`config.mk`:
```
export PLATFORM = sky130hd
export DESIGN_NAME = mac_neuron
export DESIGN_NICKNAME = d
export VERILOG_FILES = /design/src/rtl/mac_neuron_pkg.sv /design/src/rtl/mac_neuron_sm_mult.sv /design/src/rtl/mac_neuron.sv
export SDC_FILE = /design/constraint.sdc
export NUM_CORES = 1
export LEC_CHECK = 0
export BUFFER_PORTS_ARGS = -buffer_cell sky130_fd_sc_hd__buf_2
export CAP_MARGIN = 20
export CORE_MARGIN = 3
export CORE_UTILIZATION = 25
export DETAILED_ROUTE_END_ITERATION = 10
export PLACE_DENSITY = 0.54
export SYNTH_ARGS = -nofsm -noshare
export SYNTH_HDL_FRONTEND = slang
export SYNTH_SLANG_ARGS = --single-unit
```
`constraint.sdc`:
```
create_clock -name clk -period 2.3 [get_ports clk]
set_clock_uncertainty 0.05 [all_clocks]
set_input_delay 0.345 -clock clk [delete_from_list [all_inputs] [get_ports clk]]
set_output_delay 0.345 -clock clk [all_outputs]
set_load 0.02 [all_outputs]
```
`src/rtl/mac_neuron_pkg.sv`:
```
// mac_neuron_pkg: shared state encoding, default parameter values and the
// counter-width helper for the MAC neuron slice.
// Optional build macro used by this slice: MAC_NEURON_SAT_EN (saturating accumulation).
package mac_neuron_pkg;

    localparam int DATA_W_DEF = 8;
    localparam int N_IN_DEF   = 10;
    localparam int ACC_W_DEF  = 20;

    typedef enum logic [1:0] {
        IDLE  = 2'd0,
        ACCUM = 2'd1,
        ACT   = 2'd2,
        DONE  = 2'd3
    } state_t;

    // Counter must be able to hold the value N_IN itself.
    function automatic int cntWidth(input int n);
        return $clog2(n + 1);
    endfunction

endpackage

```
`src/rtl/mac_neuron_sm_mult.sv`:
```
// sm_mult: combinational sign-magnitude multiplier producing an ACC_W-bit
// two's-complement product. Negative zero (zero magnitude with sign set) gives 0.
// With MAC_NEURON_SAT_EN defined, a product too large for ACC_W bits is clamped
// so that the saturating accumulator sees the correct direction of overflow;
// otherwise the product is taken modulo 2^ACC_W, which matches wrap-around accumulation.
module sm_mult
    import mac_neuron_pkg::*;
#(
    parameter int DATA_W = DATA_W_DEF,
    parameter int ACC_W  = ACC_W_DEF
) (
    input  logic [DATA_W-1:0] a,
    input  logic [DATA_W-1:0] b,
    output logic [ACC_W-1:0]  p
);

    localparam int MAG_W = DATA_W - 1;
    localparam int PRD_W = 2 * MAG_W;

    logic [MAG_W-1:0] magA;
    logic [MAG_W-1:0] magB;
    logic             negProd;

    assign magA    = a[DATA_W-2:0];
    assign magB    = b[DATA_W-2:0];
    assign negProd = (a[DATA_W-1] ^ b[DATA_W-1]) && (|magA) && (|magB);

`ifdef MAC_NEURON_SAT_EN
    localparam int WIDE_W = ((PRD_W > ACC_W) ? PRD_W : ACC_W) + 2;

    logic [PRD_W-1:0]  magProd;
    logic [WIDE_W-1:0] magWide;
    logic [WIDE_W-1:0] sWide;

    assign magProd = magA * magB;
    assign magWide = WIDE_W'(magProd);
    assign sWide   = negProd ? (~magWide + WIDE_W'(1)) : magWide;

    // Clamp the full-precision signed product into the ACC_W range.
    always_comb begin
        p = sWide[ACC_W-1:0];
        if (!((&sWide[WIDE_W-1:ACC_W-1]) || ~(|sWide[WIDE_W-1:ACC_W-1]))) begin
            p = sWide[WIDE_W-1] ? {1'b1, {(ACC_W-1){1'b0}}} : {1'b0, {(ACC_W-1){1'b1}}};
        end
    end
`else
    logic [ACC_W-1:0] magTrunc;

    assign magTrunc = ACC_W'(magA) * ACC_W'(magB);

    // Modular conversion: two's-complement negate of the truncated magnitude.
    always_comb begin
        p = negProd ? (~magTrunc + ACC_W'(1)) : magTrunc;
    end
`endif

endmodule

```
`src/rtl/mac_neuron.sv`:
```
// mac_neuron: sequential multiply-accumulate neuron with ReLU output.
// IDLE waits for start, ACCUM takes N_IN x*w terms, ACT applies ReLU,
// DONE presents y until the consumer takes it.
// Optional build macro: MAC_NEURON_SAT_EN selects saturating accumulation
// instead of wrap-around.
module mac_neuron
    import mac_neuron_pkg::*;
#(
    parameter int DATA_W = DATA_W_DEF,
    parameter int N_IN   = N_IN_DEF,
    parameter int ACC_W  = ACC_W_DEF
) (
    input  logic              clk,
    input  logic              rst,
    input  logic              start,
    input  logic              in_valid,
    output logic              in_ready,
    input  logic [DATA_W-1:0] x,
    input  logic [DATA_W-1:0] w,
    output logic              out_valid,
    input  logic              out_ready,
    output logic [ACC_W-1:0]  y,
    output logic              busy
);

    localparam int CNT_W = cntWidth(N_IN);

    state_t           state_q, state_d;
    logic [ACC_W-1:0] acc_q, acc_d;
    logic [CNT_W-1:0] cnt_q, cnt_d;
    logic [ACC_W-1:0] y_q, y_d;
    logic [ACC_W-1:0] prod;
    logic [ACC_W-1:0] accSum;

    sm_mult #(
        .DATA_W(DATA_W),
        .ACC_W (ACC_W)
    ) u_mult (
        .a(x),
        .b(w),
        .p(prod)
    );

`ifdef MAC_NEURON_SAT_EN
    logic [ACC_W:0] sumWide;

    assign sumWide = {acc_q[ACC_W-1], acc_q} + {prod[ACC_W-1], prod};

    // Saturating add: the two top bits disagree only on overflow/underflow.
    always_comb begin
        accSum = sumWide[ACC_W-1:0];
        if (sumWide[ACC_W] != sumWide[ACC_W-1]) begin
            accSum = sumWide[ACC_W] ? {1'b1, {(ACC_W-1){1'b0}}} : {1'b0, {(ACC_W-1){1'b1}}};
        end
    end
`else
    // Plain modular add.
    always_comb begin
        accSum = acc_q + prod;
    end
`endif

    // Next-state logic: sequencing, accumulation, term counting and ReLU load.
    always_comb begin
        state_d = state_q;
        acc_d   = acc_q;
        cnt_d   = cnt_q;
        y_d     = y_q;
        unique case (state_q)
            IDLE: begin
                if (start) begin
                    acc_d   = '0;
                    cnt_d   = '0;
                    state_d = ACCUM;
                end
            end
            ACCUM: begin
                if (in_valid) begin
                    acc_d = accSum;
                    cnt_d = cnt_q + CNT_W'(1);
                    if (cnt_q == CNT_W'(N_IN - 1)) begin
                        state_d = ACT;
                    end
                end
            end
            ACT: begin
                y_d     = acc_q[ACC_W-1] ? '0 : acc_q;
                state_d = DONE;
            end
            DONE: begin
                if (out_ready) begin
                    state_d = IDLE;
                end
            end
            default: state_d = IDLE;
        endcase
    end

    // State register with asynchronous active-low clear of all datapath state.
    always_ff @(posedge clk or negedge rst) begin
        if (!rst) begin
            state_q <= IDLE;
            acc_q   <= '0;
            cnt_q   <= '0;
            y_q     <= '0;
        end else begin
            state_q <= state_d;
            acc_q   <= acc_d;
            cnt_q   <= cnt_d;
            y_q     <= y_d;
        end
    end

    assign in_ready  = (state_q == ACCUM);
    assign out_valid = (state_q == DONE);
    assign busy      = (state_q != IDLE);
    assign y         = y_q;

endmodule

```
==> flow_summary.yaml, run 1 <==
route:
  vias_per_cell: 4.52
  antenna_left: 0
  vias: 4466
  drt_iter0_markers: 125
  wl_per_cell_um: 12.4
  first_pass_iters: 4
  routed_wl_um: 12200
  drc: 0
die:
  coreArea_sq_um: 18800
  row_count: 50
  die_area_sq_um: 21000
  boundaryPins: 44
  initial_core_util: 0.257
  die_height_um: 145
  dieWidth_um: 145
critical_path:
  slowest_stage: "fa_1"
  end_kind: "register"
  cpPeakStageDelay_ns: 0.54
  cp.arrival_ns: 6.03
  cp_common_cell: "fa_1"
  worstSetupStartpointType: "input port"
  r2r_setup_slack_ns: -0.35
  critical_path_class: "in2reg"
  timing.rr.end: "acc_q[18]"
  regToRegStartpoint: "acc_q[0]"
  required_ns: 2.46
  path_max_fanout: 5
  reg2reg_depth: 12
clock_network:
  cts_buffer_depth: 2
  cts.sinks: 45
  cts.clk_slew.worst_paths_ns: 0.06
  cts_tree: "yes"
  cts-root-buf: "clkbuf_16"
  htree_levels: 2
  clock_latency_ns: 0.29
  cts_made_buffers: 5
timing:
  rsz0062_at_grt: "true"
  final-hold-violation-count: 0
  finalSetupViolations: 19
  relSlewSlack: 0.616
  worstMarginPinSlew_ns: 0.576
  min_period_over_period: 2.55
  period_minus_slack_ns: 5.87
  worst_slack_ns: -3.57
  maxSlewViolCount: 0
  fmax_mhz: 170
power_and_ir_drop:
  p_leak_uw: 0.00352
  power_uw: 9740
  ir_drop_mv: 0.496
  powerDensity_nw_per_um2: 1310
synth:
  ys_warn_count: 0
  synthCells: 542
  ys_ff_latch: 45
  synthFlopType: "dfrtp_1"
  syn-cell-area_sq_um: 4830
  seq_area_frac_synth: 0.233
  synth_nets: 647
  synthArstFlopShare: 1.00
  avgSynthCellArea_sq_um: 8.92
  yosysUniqueCellTypes: 63
  synth_edf_count: 0
status:
  violations: "setup timing"
  outcome: "finished with violations"
final_layout:
  design_area_sq_um: 7420
  syn_to_final_growth_pct: 53.6
  diodes: 0
  drive_above_1_share: 0.455
  post-route-util: 0.394
  stdcell_count: 987
  nets: 831
placed_design:
  dp_cells: 965
  gp_congestion: 0.792
  place_area_sq_um: 6630
  portBuffers: 42
  post-place-ws_ns: -3.85
  dp_hpwl_um: 9610
global_route:
  grt_overflow_total: 0
  grt_pass1_wl_um: 20800
  grt_pass1_vias: 4386
  grt_start_max_net_pins: 46
  antenna_found_initial: 0
  gr-usage-all-layers: 0.115
worst_hold_path:
  hold_class: "in2async"
job:
  cap_violations: 0
[Yosys cell counts, drive strengths merged (9+ instances only)]
cell type | count | share of area
a31o | 20 | 0.036
inv | 43 | 0.033
fa | 25 | 0.10
nand2 | 52 | 0.040
nor2 | 19 | 0.015
dfrtp | 45 | 0.23
xnor2 | 22 | 0.040
clkbuf | 13 | 0.010
and2 | 40 | 0.052
nand3 | 9 | 0.0093
ha | 59 | 0.15
nor2b | 26 | 0.034
o21ai | 36 | 0.038
a21oi | 24 | 0.025
[registers in the layout (all words and copies together), names as in the netlist]
| signal | count |
|---|---|
| acc_q | 20 |
| cnt_q | 4 |
| state_q | 2 |
| y | 19 |
[cell usage in the layout (no fill, tap or decap), types with 12 or more instances in the layout]
cell and instances:
buf_4 127, nand2_1 48, dfrtp_1 45, ha_1 43
inv_1 38, buf_2 37, and2_1 28, buf_6 27
nor2b_1 23, fa_1 23, a31o_2 20, o21ai_0 15
o21ai_1 15, ha_4 15, xnor2_1 14, a21oi_1 13
and2_4 12
[per-layer routing]
layer  track usage  up-vias  wire, um
met2         0.187       64      5690
li1              -     2284         -
met1         0.163     2107      6000
met3        0.0109       11       335
met5             0        -         0
met4        0.0304        0       181
[power breakdown]
group / internal [uW] / total, uW / leakage, uW / switching [uW]
sequential: 1080 / 1280 / 0.000604 / 204
combinational: 4080 / 7710 / 0.00284 / 3630
clock: 460 / 750 / 0.0000799 / 290
[logic make-up after synthesis]
kind of cell             after synthesis  share of synthesized area
AND/OR/NAND/NOR                      185                      0.204
AO/OA/AOI/OAI                        137                      0.203
adder cells (fa/ha/maj)               84                      0.256
buffers and inverters                 59                     0.0469
flip-flops                            45                      0.233
XOR/XNOR                              30                     0.0544
other                                  1                   0.000776
multiplexers                           1                    0.00207
[final cells by class]
cell class,count,area [sq um]
fillers,1863,11400
multi-input cells,438,4170
repair buffers,193,1480
flip-flops and latches,45,1130
well taps,260,325
inverters,43,161
clock buffers,7,153
clock inverters,1,5.00
[worst max-delay path, delay by kind of cell]
family	cells	cell delay, ns
XOR/XNOR	1	0.10
adder cells (fa/ha/maj)	6	2.55
AND/OR/NAND/NOR	5	1.23
AO/OA/AOI/OAI	8	1.36
buffers and inverters	6	0.45
[worst max-delay path by stage]
stage,slack [ns],from,end
finish,-3.57,x[3],acc_q[19]
global route,-3.79,x[3],acc_q[19]
CTS,-3.53,x[3],acc_q[17]
detailed placement,-3.85,w[3],acc_q[19]
global placement,-3.85,w[3],acc_q[17]
floorplan,-3.72,x[4],acc_q[19]
[through the flow]
step,TNS [ns],hold slack [ns]
after CTS,-45.65,0.113
after detailed placement,-52.36,0.425
after global routing,-49.79,0.145
after global placement,-52.47,0.418
after floorplan,-44.64,-0.000591
final,-46.05,0.0866
[timing repair]
item	4_1_cts	5_1_grt
hold buffers	0	0
endpoints found under the setup margin	19	19
pin swaps	29	46
resized for setup	47	57
buffers inserted	6	11
No activity file was read; power rests on OpenSTA's default activity.
==> run 2, diff against run 1 <==
- SETUP_SLACK_MARGIN: default -> 0.3
==> run 2 against run 1 <==
The run still ends with setup timing left. Die area did not move. Maximum frequency rose by 0.23%. Cell count up 0.51%. Combinational power increased by 6.1%. Wire length rose by 1.5%. First-iteration DRC count grew 15%. Sequential share of layout area fell by 0.32 points. Largest power group unchanged. Highest routed layer unchanged.
==> flow_summary.yaml, run 2 (synthesis gave the netlist of run 1 again) <==
status:
  outcome: "finished with violations"
  violations: "setup timing"
power_and_ir_drop:
  powerDensity_nw_per_um2: 1330
  p_leak_uw: 0.00359
  ir_drop_mv: 0.504
  power_uw: 10100
critical_path:
  r2r_setup_slack_ns: -0.28
  cp_common_cell: "fa_1"
  worstSetupStartpointType: "input port"
  cp_num_cells: 25
  critical_path_class: "in2reg"
  worstSetupEndpoint: "acc_q[19]"
  crit_start: "x[3]"
  crit_family: "adder cells"
  critical_path_buf_inv_count: 5
  end_kind: "register"
  cp.arrival_ns: 6.02
  timing.rr.end: "acc_q[18]"
  path_max_fanout: 4
  required_ns: 2.46
  regToRegStartpoint: "acc_q[0]"
  slowest_stage: "fa_1"
  cpPeakStageDelay_ns: 0.53
  reg2reg_depth: 12
clock_network:
  cts_made_buffers: 5
  cts.sinks: 45
  clock_latency_ns: 0.29
  cts_tree: "yes"
  cts-root-buf: "clkbuf_16"
  cts_buffer_depth: 2
  cts.clk_slew.worst_paths_ns: 0.06
  htree_levels: 2
route:
  antenna_left: 0
  vias_per_cell: 4.51
  first_pass_iters: 6
  vias: 4478
  routed_wl_um: 12400
  drt_iter0_markers: 144
  dr_wl_met2_um: 5830
  route.met3.wl_um: 242
  wl_per_cell_um: 12.5
  highest_layer: "met4"
  wirelength_met1_um: 6200
  drc: 0
final_layout:
  drive_above_1_share: 0.470
  largest-register: "acc_q"
  stdcell_count: 992
  nets: 838
  diodes: 0
  largest_reg_flops: 20
  syn_to_final_growth_pct: 56.9
  final_cell_mix: "buf_4, nand2_1, dfrtp_1, ha_1"
  final_common_cell: "buf_4"
worst_hold_path:
  hold_class: "in2reg"
timing:
  final-hold-violation-count: 0
  maxSlewViolCount: 0
  min_period_over_period: 2.55
  rsz0062_at_grt: "true"
  period_minus_slack_ns: 5.85
  fmax_mhz: 171
  worst_slack_ns: -3.55
  setup_tns_ns: -47.14
  timing.hold.ws_ns: 0.205
  finalSetupViolations: 19
global_route:
  grt_start_max_net_pins: 40
  antenna_found_initial: 0
  grt_overflow_total: 0
  gr-usage-all-layers: 0.118
  grt_pass1_wl_um: 21400
  grt_pass1_vias: 4430
placed_design:
  post-place-ws_ns: -3.90
  dp_hpwl_um: 9550
  gp_congestion: 0.796
  portBuffers: 42
  dp_cells: 962
die:
  coreArea_sq_um: 18800
  die_area_sq_um: 21000
  dieWidth_um: 145
  boundaryPins: 44
  die_height_um: 145
  row_count: 50
  initial_core_util: 0.257
job:
  cap_violations: 0
## run 2: repair_timing
item                                   in CTS  in global routing
endpoints found under the hold margin      10                  0
resized for setup                          68                 57
setup endpoints to repair                  19                 20
cloned                                      0                  0
hold buffers                                1                  0
pin swaps                                  44                 39
setup buffers                               9                 14
## run 2: stage by stage
stage | instance area (sq um) | utilization
detailed placement | 6610 | 0.351
floorplan | 5160 | -
global placement | 6610 | 0.351
finish | 7580 | 0.403
global route | 7580 | 0.403
CTS | 7190 | 0.382
## run 2: area by class of cell
cell class / instances / area, sq um
clock buffer: 5 / 125
clock inverter: 1 / 5.00
fill: 1852 / 11300
inverter: 43 / 161
multi-input combinational: 438 / 4270
sequential: 45 / 1130
tap: 260 / 325
timing repair buffer: 200 / 1570
## run 2: worst min path at each step
stage / from / to / slack, ns / depth (start not counted)
2_1_floorplan: rst / acc_q[0] / -0.0006 / 0
3_3_place_gp: rst / y[1] / 0.18 / 1
3_5_place_dp: rst / y[1] / 0.18 / 1
4_1_cts: start / cnt_q[3] / 0.20 / 2
5_1_grt: start / cnt_q[3] / 0.22 / 2
6_report: start / cnt_q[3] / 0.20 / 2
## run 2: layer usage
metal,GRT usage,up-vias
met5,0,-
met4,0.0257,0
met3,0.0128,6
met2,0.196,53
met1,0.166,2123
li1,-,2296
## run 2: where the power goes
group          internal [uW]  leakage (uW)  switching [uW]
Sequential              1080      0.000604             191
Clock                    388     0.0000655             287
Combinational           4360       0.00292            3810
## run 2: worst reg2reg max path: stages, from the launching register on
cell and delay, ns:
dfrtp_1 0.38, ha_1 0.21, inv_1 0.08, fa_2 0.24, nor2b_4 0.05, o21ai_0 0.14
nand2b_1 0.10, a21oi_2 0.17, o211ai_1 0.21, nand3_2 0.17, a31oi_1 0.12, or4b_1 0.51
nand3_1 0.08
==> run 3, diff against run 2 <==
- ABC_AREA: default -> 1
- PLACE_DENSITY: 0.54 -> 0.53
==> run 3 against run 2 <==
Synthesized area is 5.2% higher. Global-route usage is 0.87 points higher. The flow still finishes with violations (setup timing). Sequential cell count stayed put. Non-clock buffer count is 16 lower. Die area is 5.0% higher.
==> flow_summary.yaml, run 3 <==
status:
  outcome: "finished with violations"
  violations: "setup timing"
synth:
  ys_ff_latch: 45
  synthFlopType: "dfrtp_1"
  synthCells: 719
  yosysUniqueCellTypes: 38
  syn-cell-area_sq_um: 5080
  synth_nets: 824
  ys_warn_count: 0
  synth_edf_count: 0
  synthArstFlopShare: 1.00
  avgSynthCellArea_sq_um: 7.07
  synth_top_area_cell: "dfrtp_1"
  synthTopCellsByArea: "dfrtp_1, ha_1, nand2_1"
  seq_area_frac_synth: 0.222
  synth_top_cell_area_share: 0.222
  yosysMostFrequentCell: "nand2_1"
  synthTopCellsByCount: "nand2_1, inv_1, ha_1"
timing:
  finalSetupViolations: 19
  worstMarginPinSlew_ns: 0.690
  maxSlewViolCount: 0
  min_period_over_period: 2.24
  rsz0062_at_grt: "true"
  final-hold-violation-count: 0
  period_minus_slack_ns: 5.16
  worst_slack_ns: -2.86
  fmax_mhz: 194
  relSlewSlack: 0.539
route:
  drc: 0
  first_pass_iters: 4
  routed_wl_um: 13900
  wl_per_cell_um: 12.1
  vias: 4978
  drt_iter0_markers: 203
  antenna_left: 0
  vias_per_cell: 4.31
critical_path:
  required_ns: 2.41
  cp.arrival_ns: 5.27
  slowest_stage: "fa_1"
  critical_path_class: "in2reg"
  cpPeakStageDelay_ns: 0.52
  worstSetupStartpointType: "input port"
  path_max_fanout: 5
  end_kind: "register"
die:
  dieWidth_um: 149
  die_area_sq_um: 22100
  coreArea_sq_um: 19700
  row_count: 51
  initial_core_util: 0.258
  die_height_um: 149
  boundaryPins: 44
power_and_ir_drop:
  power_uw: 11100
  p_leak_uw: 0.00406
  ir_drop_mv: 0.628
  powerDensity_nw_per_um2: 1430
final_layout:
  fillers: 1999
  drive_above_1_share: 0.430
  final_cell_mix: "inv_1, nand2_1, buf_4, dfrtp_1, nand2_2"
  diodes: 0
  nets: 994
  stdcell_count: 1154
  largest_reg_flops: 20
  syn_to_final_growth_pct: 52.9
  largest-register: "acc_q"
  final_common_cell: "inv_1"
global_route:
  grt_pass1_vias: 4881
  antenna_found_initial: 0
  grt_pass1_wl_um: 23300
  grt_overflow_total: 0
  grt_start_max_net_pins: 23
  gr-usage-all-layers: 0.126
placed_design:
  dp_hpwl_um: 11000
  post-place-ws_ns: -3.39
  gp_congestion: 0.911
  dp_cells: 1126
  portBuffers: 42
clock_network:
  cts_tree: "yes"
  cts.sinks: 45
  cts.clk_slew.worst_paths_ns: 0.06
  cts-root-buf: "clkbuf_16"
  htree_levels: 2
  cts_buffer_depth: 2
  cts_made_buffers: 5
  clock_latency_ns: 0.29
job:
  cap_violations: 0
worst_hold_path:
  hold_class: "in2reg"
[run 3: cell types whose count changed after synthesis, sizes merged, moves of 21 or more]
cell / previous run / this run
nor2: 19 / 40
inv: 43 / 166
and2: 40 / 0
o22ai: 1 / 27
nor2b: 26 / 0
nand2: 52 / 181
nand3: 9 / 32
[run 3: repair_timing]
action | CTS | global route
pin swaps | 45 | 43
endpoints found under the hold margin | 3 | 0
hold buffers | 1 | 0
setup buffers | 16 | 4
gates resized for setup | 84 | 100
gates cloned | 0 | 0
endpoints found under the setup margin | 21 | 22
[run 3: critical path: cells and delay by family]
kind | cells | cell delay (ns)
AO/OA/AOI/OAI | 3 | 0.46
buffers and inverters | 8 | 0.46
adder cells (fa/ha/maj) | 6 | 2.54
XOR/XNOR | 1 | 0.14
AND/OR/NAND/NOR | 14 | 1.29
[run 3: worst paths after layout]
check                                from          to  slack [ns]  cells past startpoint
min in group asynchronous             rst   acc_q[10]        0.52                      2
worst max-delay path                 w[3]   acc_q[18]       -2.86                     32
worst max register to register   acc_q[2]   acc_q[13]        0.29                      9
worst min-delay path            out_ready  state_q[0]        0.46                      4
worst min register to register       y[8]        y[8]        0.48                      2
max in group asynchronous             rst    acc_q[5]        1.09                      3
[run 3: area by class of cell]
cell class | instances | area [sq um] | area share
inverter | 166 | 628 | 0.0808
multi-input combinational | 487 | 4120 | 0.529
sequential | 45 | 1130 | 0.145
clock inverter | 1 | 7.51 | 0.000966
timing repair buffer | 184 | 1430 | 0.184
tap | 265 | 332 | 0.0426
clock buffer | 6 | 139 | 0.0179
[run 3: metrics by stage]
stage,area [sq um],hold WS [ns],util,setup TNS (ns)
after floorplan,5440,-0.000591,-,-37.82
after global placement,6720,0.309,0.341,-47.58
after detailed placement,6720,0.304,0.341,-48.24
after CTS,7340,0.459,0.372,-41.37
after global routing,7770,0.501,0.394,-45.01
final,7770,0.455,0.394,-40.83
[run 3: routing by layer]
layer | routed length (um) | global-route usage | vias to the layer above
li1 | - | - | 2589
met1 | 6830 | 0.182 | 2329
met2 | 6720 | 0.212 | 56
met3 | 332 | 0.0158 | 4
met4 | 41 | 0.0111 | 0
met5 | 0 | 0 | -
[run 3: logic make-up (layout without fill, tap and decap cells)]
kind of cell | after synthesis | count (layout) | synth area share
buf+inv | 187 | 357 | 0.143
mux | 1 | 1 | 0.00197
compound gates | 117 | 117 | 0.126
flops | 45 | 45 | 0.222
fa+ha+maj | 84 | 84 | 0.244
xor+xnor | 15 | 15 | 0.0258
simple gates | 269 | 269 | 0.237
other cells | 1 | 1 | 0.000738
[run 3: power breakdown]
part,leakage [uW],total (uW),switching [uW],internal [uW]
combinational,0.00340,9090,4770,4330
sequential,0.000592,1290,217,1070
clock,0.0000690,717,291,426
total,0.00406,11100,5280,5830
